File: config.mk
export PLATFORM = sky130hd
export DESIGN_NAME = ctrl_decode_pipe
export DESIGN_NICKNAME = d
export VERILOG_FILES = /design/src/rtl/ctrl_decode_pipe.sv
export SDC_FILE = /design/constraint.sdc
export NUM_CORES = 1
export LEC_CHECK = 0
export ABC_AREA = 1
export CORE_MARGIN = 4
export CORE_UTILIZATION = 30
export DETAILED_ROUTE_END_ITERATION = 7
export PLACE_DENSITY_LB_ADDON = 0.1
export SLEW_MARGIN = 20
export SYNTH_ARGS = -nofsm -noshare
export SYNTH_HDL_FRONTEND = slang
export SYNTH_SLANG_ARGS = --single-unit
File: constraint.sdc
create_clock -name clk -period 2.1 [get_ports clk]
set_clock_uncertainty 0.05 [all_clocks]
set_input_delay 0.63 -clock clk [delete_from_list [all_inputs] [get_ports clk]]
set_output_delay 0.63 -clock clk [all_outputs]
set_load 0.05 [all_outputs]
File: src/rtl/ctrl_decode_pipe.sv
// Registered ID/EX control decoder: opcode/mode decode, ARM condition gating,
// branch-shadow squashing and an issued-instruction counter.
module ctrl_decode_pipe #(
    parameter int CMD_W     = 4,
    parameter int BR_SHADOW = 1,
    parameter int COND_EN   = 1,
    parameter int CNT_W     = 16
) (
    input  logic             clk,
    input  logic             rst,
    input  logic             in_valid,
    input  logic [3:0]       op_code,
    input  logic [1:0]       mode,
    input  logic             s_bit,
    input  logic [3:0]       cond,
    input  logic [3:0]       status,
    input  logic             hazard,
    input  logic             flush,
    output logic             out_valid,
    output logic             mem_r_en,
    output logic             mem_w_en,
    output logic             wb_en,
    output logic             b,
    output logic             s_out,
    output logic [CMD_W-1:0] exe_cmd,
    output logic             shadow_busy,
    output logic [CNT_W-1:0] issue_count
);

    localparam logic [3:0] SHADOW_INIT = 4'(BR_SHADOW);

    function automatic logic cond_pass(input logic [3:0] c, input logic [3:0] st);
        logic n, z, cf, v;
        logic r;
        n  = st[3];
        z  = st[2];
        cf = st[1];
        v  = st[0];
        case (c)
            4'b0000: r = z;
            4'b0001: r = !z;
            4'b0010: r = cf;
            4'b0011: r = !cf;
            4'b0100: r = n;
            4'b0101: r = !n;
            4'b0110: r = v;
            4'b0111: r = !v;
            4'b1000: r = cf && !z;
            4'b1001: r = !cf || z;
            4'b1010: r = (n == v);
            4'b1011: r = (n != v);
            4'b1100: r = !z && (n == v);
            4'b1101: r = z || (n != v);
            4'b1110: r = 1'b1;
            default: r = 1'b0;
        endcase
        return r;
    endfunction

    logic             dec_vld, dec_rd, dec_wr, dec_wb, dec_b, dec_s;
    logic [3:0]       dec_cmd;
    logic             cond_ok;

    logic             out_valid_q, out_valid_d;
    logic             mem_r_en_q, mem_r_en_d;
    logic             mem_w_en_q, mem_w_en_d;
    logic             wb_en_q, wb_en_d;
    logic             b_q, b_d;
    logic             s_out_q, s_out_d;
    logic [CMD_W-1:0] exe_cmd_q, exe_cmd_d;
    logic [3:0]       shadow_q, shadow_d;
    logic [CNT_W-1:0] cnt_q, cnt_d;

    always_comb begin
        dec_vld = 1'b0;
        dec_rd  = 1'b0;
        dec_wr  = 1'b0;
        dec_wb  = 1'b0;
        dec_b   = 1'b0;
        dec_s   = 1'b0;
        dec_cmd = 4'b0000;
        case (mode)
            2'b00: begin
                dec_vld = 1'b1;
                dec_wb  = 1'b1;
                dec_s   = s_bit;
                case (op_code)
                    4'b1101: dec_cmd = 4'b0001;
                    4'b1111: dec_cmd = 4'b1001;
                    4'b0100: dec_cmd = 4'b0010;
                    4'b0101: dec_cmd = 4'b0011;
                    4'b0010: dec_cmd = 4'b0100;
                    4'b0110: dec_cmd = 4'b0101;
                    4'b0000: dec_cmd = 4'b0110;
                    4'b1100: dec_cmd = 4'b0111;
                    4'b0001: dec_cmd = 4'b1000;
                    4'b1010: begin dec_cmd = 4'b0100; dec_wb = 1'b0; end
                    4'b1000: begin dec_cmd = 4'b0110; dec_wb = 1'b0; end
                    default: begin dec_vld = 1'b0; dec_wb = 1'b0; dec_s = 1'b0; end
                endcase
            end
            2'b01: begin
                if (op_code == 4'b0100) begin
                    dec_vld = 1'b1;
                    dec_cmd = 4'b0010;
                    dec_rd  = s_bit;
                    dec_wb  = s_bit;
                    dec_wr  = !s_bit;
                end
            end
            2'b10: begin
                dec_vld = 1'b1;
                dec_b   = 1'b1;
            end
            default: ;
        endcase
    end

    assign cond_ok = (COND_EN == 0) || cond_pass(cond, status);

    // Priority chain: every early exit leaves the all-zero bubble in place.
    always_comb begin
        out_valid_d = 1'b0;
        mem_r_en_d  = 1'b0;
        mem_w_en_d  = 1'b0;
        wb_en_d     = 1'b0;
        b_d         = 1'b0;
        s_out_d     = 1'b0;
        exe_cmd_d   = '0;
        shadow_d    = shadow_q;
        if (flush) begin
            shadow_d = 4'd0;
        end else if (hazard || !in_valid) begin
            shadow_d = shadow_q;
        end else if (shadow_q != 4'd0) begin
            shadow_d = shadow_q - 4'd1;
        end else if (cond_ok && dec_vld) begin
            out_valid_d = 1'b1;
            mem_r_en_d  = dec_rd;
            mem_w_en_d  = dec_wr;
            wb_en_d     = dec_wb;
            b_d         = dec_b;
            s_out_d     = dec_s;
            exe_cmd_d   = CMD_W'(dec_cmd);
            if (dec_b) begin
                shadow_d = SHADOW_INIT;
            end
        end
        cnt_d = out_valid_d ? cnt_q + 1'b1 : cnt_q;
    end

    always_ff @(posedge clk) begin
        if (rst) begin
            out_valid_q <= 1'b0;
            mem_r_en_q  <= 1'b0;
            mem_w_en_q  <= 1'b0;
            wb_en_q     <= 1'b0;
            b_q         <= 1'b0;
            s_out_q     <= 1'b0;
            exe_cmd_q   <= '0;
            shadow_q    <= 4'd0;
            cnt_q       <= '0;
        end else begin
            out_valid_q <= out_valid_d;
            mem_r_en_q  <= mem_r_en_d;
            mem_w_en_q  <= mem_w_en_d;
            wb_en_q     <= wb_en_d;
            b_q         <= b_d;
            s_out_q     <= s_out_d;
            exe_cmd_q   <= exe_cmd_d;
            shadow_q    <= shadow_d;
            cnt_q       <= cnt_d;
        end
    end

    assign out_valid   = out_valid_q;
    assign mem_r_en    = mem_r_en_q;
    assign mem_w_en    = mem_w_en_q;
    assign wb_en       = wb_en_q;
    assign b           = b_q;
    assign s_out       = s_out_q;
    assign exe_cmd     = exe_cmd_q;
    assign shadow_busy = (shadow_q != 4'd0);
    assign issue_count = cnt_q;

endmodule
# Word level (Yosys, flattened, before mapping)
# Index checks and enable logic that the tools add are counted.
dict set report op_classes {
  muxes 18
  n_bitwise 6
  addsub 2
  n_reduce_logical 28
  n_eq_ne 28
}
# op count
set ops {}
lappend ops {{equality test 4 bit (second input constant)} 12}
lappend ops {{case mux 4 bit (9 select lines)} 1}
lappend ops {{equality test 4 x 3 -> 1 bit (second input constant)} 7}
lappend ops {{adder 16 x 1 -> 16 bit (second input constant)} 1}
lappend ops {{case mux 1 bit (15 select lines)} 1}
lappend ops {{OR reduction 7 bit} 2}
lappend ops {{equality test 4 x 2 -> 1 bit (second input constant)} 3}
lappend ops {{two-way mux 4 bit} 3}
lappend ops {{OR reduction 11 bit} 1}
lappend ops {{two-way mux 1 bit} 9}
lappend ops {{OR reduction 9 bit} 1}
lappend ops {{equality test 4 x 1 -> 1 bit (second input constant)} 2}
lappend ops {{zero test 4 bit} 2}
lappend ops {{case mux 4 bit (2 select lines)} 1}
lappend ops {{zero test 1 bit} 6}
lappend ops {{NOT 1 bit} 6}
lappend ops {{OR reduction 2 bit} 3}
lappend ops {{OR reduction 6 bit} 1}
lappend ops {{OR reduction 5 bit} 1}
lappend ops {{nonzero test 2 bit} 2}
lappend ops {{nonzero test 4 bit} 1}
lappend ops {{subtractor 4 x 1 -> 4 bit (second input constant)} 1}
lappend ops {{logical AND 1 bit} 3}
lappend ops {{logical OR 1 bit} 3}
lappend ops {{other kinds (9)} 9}
dict set report word_totals {
  elab_cells 91
  regBits 30
  output_inout_bits 27
  inputBits 20
}

# Logic depth before layout (Yosys ltp)
# Gate-level depths: netlist (run 1).
dict set report logic_depth {
  depth_word 9
  mapped_depth 14
  ltp_nobuf 14
}

# Worst setup path before layout (run 1)
# OpenSTA, ideal clock, no wires.
dict set report synth_timing {
  kind {input to register}
  startpoint {input in_valid}
  endpoint {register cnt_q[7], in the netlist issue_count[7]}
  path_buffers 0
  path_slack_ns 0.231
  arrival_ns 1.702
  setup_ns 0.117
  cell_stages 9
  required_time_ns 1.933
  path_cell_list {inv_1 -> nor2_1 -> inv_1 -> nor3_4 -> nand3_4 -> nor2_1 -> nand3_1 -> nand2_1 -> nor2_1}
}
dict set report synth_via {
  elab_chain_cells 4
}
# element line
set synth_lines {}
lappend synth_lines {{from (decl)} 11} ;# input logic in_valid,
lappend synth_lines {{zero test 1 bit} 133} ;# end else if (hazard || !in_valid) begin
lappend synth_lines {{logical OR 1 bit} 133}
lappend synth_lines {{two-way mux 1 bit} 133}
lappend synth_lines {{two-way mux 1 bit} 131} ;# if (flush) begin
lappend synth_lines {{to (signal assigned)} 172} ;# cnt_q <= cnt_d;
lappend synth_lines {{to (decl)} 72} ;# logic [CNT_W-1:0] cnt_q, cnt_d;
# Every way passes these cells.
# A chain may end at the register's enable or synchronous reset.

# Worst setup path in the final report (run 1)
dict set report layout_timing {
  startpoint {input cond[1]}
  endpoint {register cnt_q[5], in the netlist issue_count[5]}
}
dict set report layout_via {
  elab_chain_cells 7
  word_cells_on_any_way 21
  classes_between {14 x eq/ne; 5 x mux; 2 x reduce/logical}
}
# element line
set layout_lines {}
lappend layout_lines {{from (decl)} 15} ;# input logic [3:0] cond,
lappend layout_lines {{equality test 4 bit (tied with other cells)} 39} ;# case (c)
lappend layout_lines {{case mux 1 bit (15 select lines) (*)} 39}
lappend layout_lines {{logical AND 1 bit (*)} 137} ;# end else if (cond_ok && dec_vld) begin
lappend layout_lines {{two-way mux 1 bit (*)} 137}
lappend layout_lines {{two-way mux 1 bit (*)} 135} ;# end else if (shadow_q != 4'd0) begin
lappend layout_lines {{two-way mux 1 bit (*)} 133}
lappend layout_lines {{two-way mux 1 bit (*)} 131}
# Every way passes the cells marked *; elsewhere a longest branch is shown, timed or not.

==> results of run 1 <==
==> final timing paths <==
check	from	end	slack (ns)	cells after the start
worst max register to register	issue_count[2]	issue_count[13]	0.31	6
worst min register to register	shadow_q[3]	shadow_q[3]	0.42	2
worst max-delay path	cond[1]	issue_count[5]	0.14	13
worst min-delay path	shadow_q[3]	shadow_q[3]	0.42	2
==> power by group <==
part	leakage, µW	total, µW	switching, µW	internal [µW]
Combinational	0.000929	205	108	97.0
Clock	0.0000482	483	219	264
Sequential	0.000242	572	1.26	570
Total	0.00122	1260	328	931
==> sequential cells by signal (all words and copies together) (netlist names) <==
name,flops
s_out,1
mem_w_en,1
exe_cmd,4
mem_r_en,1
issue_count,16
out_valid,1
shadow_q,4
wb_en,1
b,1
==> metrics by stage <==
stage | std cells | power (µW)
6_report | 434 | 1260
5_1_grt | 434 | 1320
4_1_cts | 431 | 1270
3_5_place_dp | 421 | 773
3_3_place_gp | 421 | 774
2_1_floorplan | 279 | 674
==> critical path: cells and delay by family <==
kind	cells	cell delay (ns)
buf+inv	4	0.67
simple gates	9	0.81
==> layer usage <==
layer	share of wire	vias up	wire length (µm)	GRT usage
li1	-	1061	-	-
met1	0.49	887	2380	0.180
met2	0.44	44	2120	0.220
met3	0.060	7	294	0.0379
met4	0.015	0	72	0.0475
met5	0	-	0	0
==> timing repair <==
item / CTS / global route
setup buffers: 2 / 3
endpoints found under the setup margin: 24 / 20
pin swaps: 9 / 9
endpoints found under the hold margin: 0 / 0
resized for setup: 15 / 27
cloned: 0 / 0
==> layout by cell type, fill, tap and decap left out, types with 2 or more instances in the layout <==
cell type and count:
nor2_1 30, nand2_1 63, o21ai_0 9, nand3_4 2
dlygate4sd2_1 5, inv_2 6, nor2_2 10, nand3_1 31
clkdlybuf4s50_1 5, buf_4 57, xor2_1 3, nor3b_1 2
nand4_1 4, clkbuf_2 3, o21ai_1 2, dfxtp_1 30
nand2_2 5, nor2_4 2, a21oi_1 14, xnor2_1 3
dlymetal6s2s_1 4, inv_1 36, clkdlybuf4s15_1 2, nor3_2 2
nand3_2 2, clkbuf_8 6, nor3_1 4, nor4_1 4
a31oi_1 2
==> logic make-up after synthesis <==
group / after synthesis
and+or+nand+nor: 165
AOI/OAI and AO/OA: 32
buffers and inverters: 45
xor gates and xnor gates: 6
DFF: 30
adders and majority gates: 1
==> Yosys cell counts (2+ instances only) <==
| master | n |
|---|---|
| nor3b_1 | 2 |
| nor3_1 | 4 |
| nor2_4 | 2 |
| nor2_1 | 37 |
| nor2_2 | 3 |
| nor4_1 | 4 |
| nand3_1 | 33 |
| a21oi_1 | 14 |
| xor2_1 | 3 |
| inv_2 | 3 |
| nand4_1 | 4 |
| inv_1 | 39 |
| nand2_1 | 68 |
| xnor2_1 | 3 |
| o21ai_0 | 10 |
| dfxtp_1 | 30 |
| nor3_2 | 2 |
| a31oi_1 | 2 |
==> layout make-up <==
type / count / area (µm²) / share of cell area
repair buffers: 77 / 627 / 0.238
inverters: 43 / 161 / 0.0613
flip-flops and latches: 30 / 601 / 0.228
well taps: 72 / 90.1 / 0.0342
clock inverters: 1 / 5.00 / 0.00190
multi-input cells: 204 / 1060 / 0.404
clock buffers: 7 / 86.3 / 0.0328
==> out/metrics.cfg, run 1 <==
[sta]
setup_viol=0
fmax_ghz=0.509
drv_slew=0
setup_slack_ns=0.136
finalSetupTns_ns=0
min_period_over_period=0.935
fin_worst_hold_slack_ns=0.422
min_period_ns=1.96
relSlewSlack=0.658
tightest_slew_ns=0.513
finalHoldViolCount=0

[global_route]
grtUsageTotal=0.138
antenna_found_initial=0
grt_pass1_wl_mm=8.30
grt_max_degree=11
first_global_vias=1893
grt.overflow.total=0

[die]
core_um2=5640
fp.dieArea_um2=7250
io_pins=47
die_w_um=85.2
die_h_um=85.2
initial_core_util=0.317
num_rows=27

[cts]
clk_pin_slew_ns=0.07
insertion_delay_ns=0.28
cts_sinks=30
root_buffer=clkbuf_8
cts_max_path_buffers=2
htree_levels=2
postCtsHoldBufs=0
numCtsBuffers=5
cts_tree=done

[final_layout]
drive_above_1_share=0.276
nFillCells=606
finalInstanceArea_um2=2630
antennaDiodeCount=0
syn_to_final_growth_pct=47.3
final_core_util=0.467
layout.nets=382

[logic_synthesis]
synth_simple_gate_area_frac=0.431
ys.warnings.count=0
yosys.area.top_type_share=0.336
synthAdderAreaFrac=0.00700
synth_top_flop_cell=dfxtp_1
ys_ff_latch=30
seq_area_frac_synth=0.336
synth_mux_area_frac=0
synth.distinct_cells=34
synth.net_count=300
synth_top_family_by_area=simple AND/OR/NAND/NOR gates
syn_inst=279
synthTopCellsByArea=dfxtp_1, nand2_1, nand3_1
synth_top_area_cell=dfxtp_1
syn_area_um2=1790
synth_edf_count=0
synth_compound_area_frac=0.0980
synth-async-reset-ratio=0
synth_xor_area_frac=0.0294
postSynthAreaPerCell_um2=6.40

[power]
power-per-cell-area_nw_per_um2=478
p_leak_uw=0.00122
peakVddDrop_v=0.000374

[critical_path]
crit_path_end_kind=flip-flop
critPathLaunchType=input port
crit_type=input port to flip-flop
cp.arrival_ns=2.09
crit_fanout=6
slowest_delay_ns=0.28
crit_slowest_cell=dlygate4sd2_1
cp_cell_sequence=dlygate4sd2_1 -> buf_4 -> nand3_1 -> nand3_1 -> nand2_1 -> nand2_1 -> inv_1 -> nand3_4 -> nand4_1 -> inv_2 -> nand3_2 -> nand2_2 -> nor2_1
worstPathRequired_ns=2.23

[drt]
drtIter0Drc=72
dr.pass1.iters=4
drtAntennaViolNets=0
drc=0
vias_per_cell=4.61
vias=1999
wl_per_cell_um=11.2
wl_mm=4.87

[run_status]
status=finished clean

[placed_design]
port_buffers=46
hpwlAfterDp_mm=3.78
place_congestion=0.814
post-place-ws_ns=-0.472
placed_cell_area_um2=2460

[run]
maxCapViolCount=0

[min_path]
hp-class=flip-flop to flip-flop

Note: power is estimated with default switching activity, not from simulation.
==> run 2, diff against run 1 <==
--- a/config.mk
+++ b/config.mk
@@ -6,6 +6,7 @@
 export NUM_CORES = 1
 export LEC_CHECK = 0
 export ABC_AREA = 1
+export CORE_ASPECT_RATIO = 0.7
 export CORE_MARGIN = 4
 export CORE_UTILIZATION = 30
 export DETAILED_ROUTE_END_ITERATION = 7
==> constraint.sdc (replaced) <==
create_clock -name clk -period 2.3 [get_ports clk]
set_clock_uncertainty 0.05 [all_clocks]
set_input_delay 0.69 -clock clk [delete_from_list [all_inputs] [get_ports clk]]
set_output_delay 0.69 -clock clk [all_outputs]
set_load 0.05 [all_outputs]
==> run 2 against run 1 <==
Against the previous run:
- worst setup slack worse by 0.063 ns
- non-clock buffer count is 7 lower
- first-iteration DRC count is 100% higher
- count of clock-buffer cells in the layout is 1 lower
- combinational power is 8% lower
- cell area is 0.29% higher
- power is 7.1% lower
- die area is 0.26% higher
- sequential power is 8.7% lower
- sequential share of layout area is 0.065 points lower
- clock power is 4.6% lower
- register-to-register slack better by 0.22 ns
==> out/metrics.cfg, run 2 (synthesized netlist as in run 1, its figures left out) <==
[placed_design]
placed_cell_area_um2=2450
place_congestion=0.897
port_buffers=46
post-place-ws_ns=-0.350
hpwlAfterDp_mm=4.05

[sta]
drv_slew=0
min_period_ns=2.23
tightest_slew_ns=0.518
setup_viol=0
finalSetupTns_ns=0
fmax_ghz=0.449
relSlewSlack=0.653
finalHoldViolCount=0
min_period_over_period=0.968
setup_slack_ns=0.0731
grt_setup_unrepaired=false

[critical_path]
critPathLaunchType=flip-flop
crit_type=flip-flop to output port
crit_path_end_kind=output port
worstPathRequired_ns=1.56
cp_cell_sequence=clkdlybuf4s50_1
cp_top_family=buffers and inverters
slowest_delay_ns=0.82
cp_num_buf_inv=1
cp.arrival_ns=1.49
crit_fanout=4
crit_slowest_cell=clkdlybuf4s50_1

[global_route]
first_global_vias=1713
antenna_found_initial=0
grt_pass1_wl_mm=8.42
grt_max_degree=11
grtUsageTotal=0.147
grt.overflow.total=0

[drt]
wl_per_cell_um=12.3
highest_layer=met4
drc=0
drtAntennaViolNets=0
wl_mm=5.29
wl_met2_mm=2.02
drtIter0Drc=144
vias=1975
vias_per_cell=4.59
dr_wl_met3_um=324
dr.pass1.iters=4
wl_met1_mm=2.87

[die]
fp.dieArea_um2=7270
core_um2=5760
die_h_um=72.6
die_w_um=100
num_rows=23
initial_core_util=0.310
io_pins=47

[final_layout]
layout.nets=375
final_common_cell=nand2_1
most-common-layout-cells=nand2_1, buf_4, inv_1
finalInstanceArea_um2=2640
antennaDiodeCount=0
drive_above_1_share=0.208
largest_register_ffs=16
syn_to_final_growth_pct=47.8

[run]
maxCapViolCount=0

[cts]
insertion_delay_ns=0.29
root_buffer=clkbuf_8
htree_levels=2
clk_pin_slew_ns=0.07
cts_sinks=30
postCtsHoldBufs=0
cts_tree=done
cts_max_path_buffers=2
numCtsBuffers=5

[power]
pwr-share-clk=0.394
p_int_uw=846
p_switching_uw=324
p_leak_uw=0.00122
p_total_uw=1170
pwr-share-comb=0.160
power.share.sequential=0.446
peakVddDrop_v=0.000193
power-per-cell-area_nw_per_um2=443
p_sw_frac=0.277

[run_status]
status=finished clean

[min_path]
hp-class=flip-flop to flip-flop

-- run 2: tightest hold or removal path, delay by kind of cell (launching register included) --
family	cells	cell delay, ns
flops	1	0.31
simple gates	1	0.07
compound gates	1	0.03
-- run 2: final cells by class --
type | instances | area, µm²
multi-input combinational | 204 | 1040
fill | 626 | 3120
clock inverter | 2 | 12.5
inverter | 43 | 161
sequential | 30 | 601
tap | 75 | 93.8
clock buffer | 6 | 82.6
timing repair buffer | 70 | 644
-- run 2: path summary, 6_finish.rpt --
check                                    start              end  slack [ns]  cells after the start
worst max-delay path            issue_count[5]   issue_count[5]        0.07                      1
worst min-delay path               shadow_q[3]      shadow_q[3]        0.41                      2
worst max register to register  issue_count[4]  issue_count[15]        0.53                      7
worst min register to register     shadow_q[3]      shadow_q[3]        0.41                      2
-- run 2: metal layers --
layer	global-route usage	vias to the layer above
li1	-	1053
met1	0.231	868
met2	0.180	48
met3	0.0432	6
met4	0.0538	0
met5	0	-
-- run 2: what timing repair did --
action                                  CTS  global route
resized for setup                         4            25
endpoints found under the setup margin    9            27
buffers inserted                          1             3
pin swaps                                 3             9
-- run 2: through the flow --
stage                     std cells   util  hold slack [ns]
after detailed placement        418  0.426            0.397
after floorplan                 279      -            0.385
after CTS                       427  0.444            0.407
after global routing            430  0.459            0.445
after global placement          418  0.426            0.398
final                           430  0.459            0.407
-- run 2: power by group through the flow --
| stage | clock [µW] | combinational, µW | sequential (µW) |
|---|---|---|---|
| final | 461 | 188 | 522 |
| after global routing | 510 | 205 | 521 |
| after CTS | 474 | 170 | 521 |
| after detailed placement | 0 | 169 | 534 |
| after global placement | 0 | 169 | 534 |
| after floorplan | 0 | 77.1 | 538 |
==> run 3, diff against run 2 <==
--- a/config.mk
+++ b/config.mk
@@ -10,6 +10,7 @@
 export CORE_MARGIN = 4
 export CORE_UTILIZATION = 30
 export DETAILED_ROUTE_END_ITERATION = 7
+export DONT_BUFFER_PORTS = 1
 export PLACE_DENSITY_LB_ADDON = 0.1
 export SLEW_MARGIN = 20
 export SYNTH_ARGS = -nofsm -noshare
==> constraint.sdc (replaced) <==
create_clock -name clk -period 2.34 [get_ports clk]
set_clock_uncertainty 0.05 [all_clocks]
set_input_delay 0.702 -clock clk [delete_from_list [all_inputs] [get_ports clk]]
set_output_delay 0.702 -clock clk [all_outputs]
set_load 0.05 [all_outputs]
==> run 3 against run 2 <==
Against the previous run:
- sequential power down 2%
- clock power down 5.6%
- core utilization down 9.6 points
- global-route usage down 0.99 points
- power down 11%
- critical endpoint is now shadow_busy
- register-to-register slack worse by 0.04 ns
- sequential cell count unchanged
- count of clock-buffer cells in the layout unchanged
- via count down 11%
- critical path depth up 2
- highest routed layer unchanged
- cell count down 12%
- cell area down 21%
==> out/metrics.cfg, run 3 (synthesized netlist as in run 1, its figures left out) <==
[critical_path]
slowest_delay_ns=0.34
cp_top_family=simple AND/OR/NAND/NOR gates
rr_startpoint=shadow_q[2]
r2r_slack_ns=0.49
crit_slowest_cell=dfxtp_1
r2r_cells=9
crit_type=flip-flop to output port
worstPathRequired_ns=1.59
cp_cell_sequence=or2_1 -> nor2_4 -> inv_2
cp_num_buf_inv=1
critPathLaunchType=flip-flop
crit_fanout=5
r2r-end=issue_count[7]
cp.arrival_ns=1.18
crit_path_end_kind=output port

[die]
initial_core_util=0.310
io_pins=47
die_h_um=72.6
core_um2=5760
num_rows=23
fp.dieArea_um2=7270
die_w_um=100

[cts]
cts.repair.resized=0
cts_sinks=30
post_cts_buffers=0
root_buffer=clkbuf_8
cts_tree=done
postCtsHoldBufs=0
cts_max_path_buffers=2
numCtsBuffers=5
insertion_delay_ns=0.28
clk_pin_slew_ns=0.07
htree_levels=2

[global_route]
antenna_found_initial=0
first_global_vias=1613
grt_max_degree=12
grt_pass1_wl_mm=7.89
grt.overflow.total=0
grtUsageTotal=0.137

[sta]
tightest_slew_ns=0.574
setup_viol=0
fmax_ghz=0.519
drv_slew=0
finalSetupTns_ns=0
min_period_ns=1.93
min_period_over_period=0.824
grt_setup_unrepaired=false
finalHoldViolCount=0
relSlewSlack=0.617

[min_path]
min_from=shadow_q[3]
hold_depth=2
hp-class=flip-flop to flip-flop
worstHoldEndpoint=shadow_q[3]

[power]
p_switching_uw=265
power-per-cell-area_nw_per_um2=499
pwr-share-comb=0.089
p_int_uw=778
p_total_uw=1040
p_sw_frac=0.254
power.share.sequential=0.493
peakVddDrop_v=0.000222
p_leak_uw=0.000890
pwr-share-clk=0.417

[final_layout]
most-common-layout-cells=nand2_1, inv_1, nor2_1
largest_register_ffs=16
nFillCells=657
layout.nets=322
multiInputGateArea_um2=1010
regArea_um2=601
final_common_cell=nand2_1
syn_to_final_growth_pct=16.9
antennaDiodeCount=0
drive_above_1_share=0.132

[drt]
drtAntennaViolNets=0
wl_per_cell_um=12.6
drtIter0Drc=85
drc=0
wl_mm=4.76
vias_per_cell=4.66
vias=1757
dr.pass1.iters=4

[run]
maxCapViolCount=0

[run_status]
status=finished clean

[placed_design]
hpwlAfterDp_mm=3.85
place_congestion=0.830
port_buffers=0

-- run 3: final cells by class --
class	count	area share
Sequential cell	30	0.288
Clock inverter	2	0.00599
Inverter	43	0.0773
Clock buffer	6	0.0395
Timing Repair Buffer	17	0.0611
Multi-Input combinational cell	204	0.484
Tap cell	75	0.0449
-- run 3: routing by layer --
metal	share of wire	track usage
met3	0.095	0.0634
met2	0.38	0.178
met4	0.0048	0.0329
met5	0	0
met1	0.52	0.200
-- run 3: worst max-delay path by stage --
| stage | to | slack (ns) | from | cells after the start |
|---|---|---|---|---|
| final | shadow_busy | 0.41 | shadow_q[2] | 3 |
| after global routing | issue_count[15] | 0.23 | issue_count[3] | 7 |
| after CTS | shadow_busy | 0.40 | shadow_q[2] | 3 |
| after detailed placement | issue_count[9] | 0.20 | op_code[2] | 11 |
| after global placement | issue_count[9] | 0.22 | cond[2] | 11 |
| after floorplan | issue_count[7] | 0.40 | in_valid | 9 |
-- run 3: metrics by stage --
step | instances | hold WS [ns] | utilization | cell area [µm²] | setup WS (ns)
2_1_floorplan | 279 | 0.385 | - | 1790 | 0.399
3_3_place_gp | 369 | 0.407 | 0.346 | 1990 | 0.222
5_1_grt | 377 | 0.421 | 0.363 | 2090 | 0.226
3_5_place_dp | 369 | 0.404 | 0.346 | 1990 | 0.199
6_report | 377 | 0.418 | 0.363 | 2090 | 0.413
4_1_cts | 377 | 0.420 | 0.363 | 2090 | 0.397
-- run 3: worst reg2reg max path: cells and delay by family (launching register included) --
family / cells / cell delay, ns
buffers and inverters: 1 / 0.16
flip-flops: 1 / 0.34
AND/OR/NAND/NOR: 8 / 1.19
-- run 3: power groups by stage --
stage	clock [µW]	sequential, µW	combinational [µW]
2_1_floorplan	0	529	75.8
3_3_place_gp	0	526	94.0
4_1_cts	456	514	94.1
5_1_grt	482	514	106
6_report	435	514	93.2
3_5_place_dp	0	526	93.7
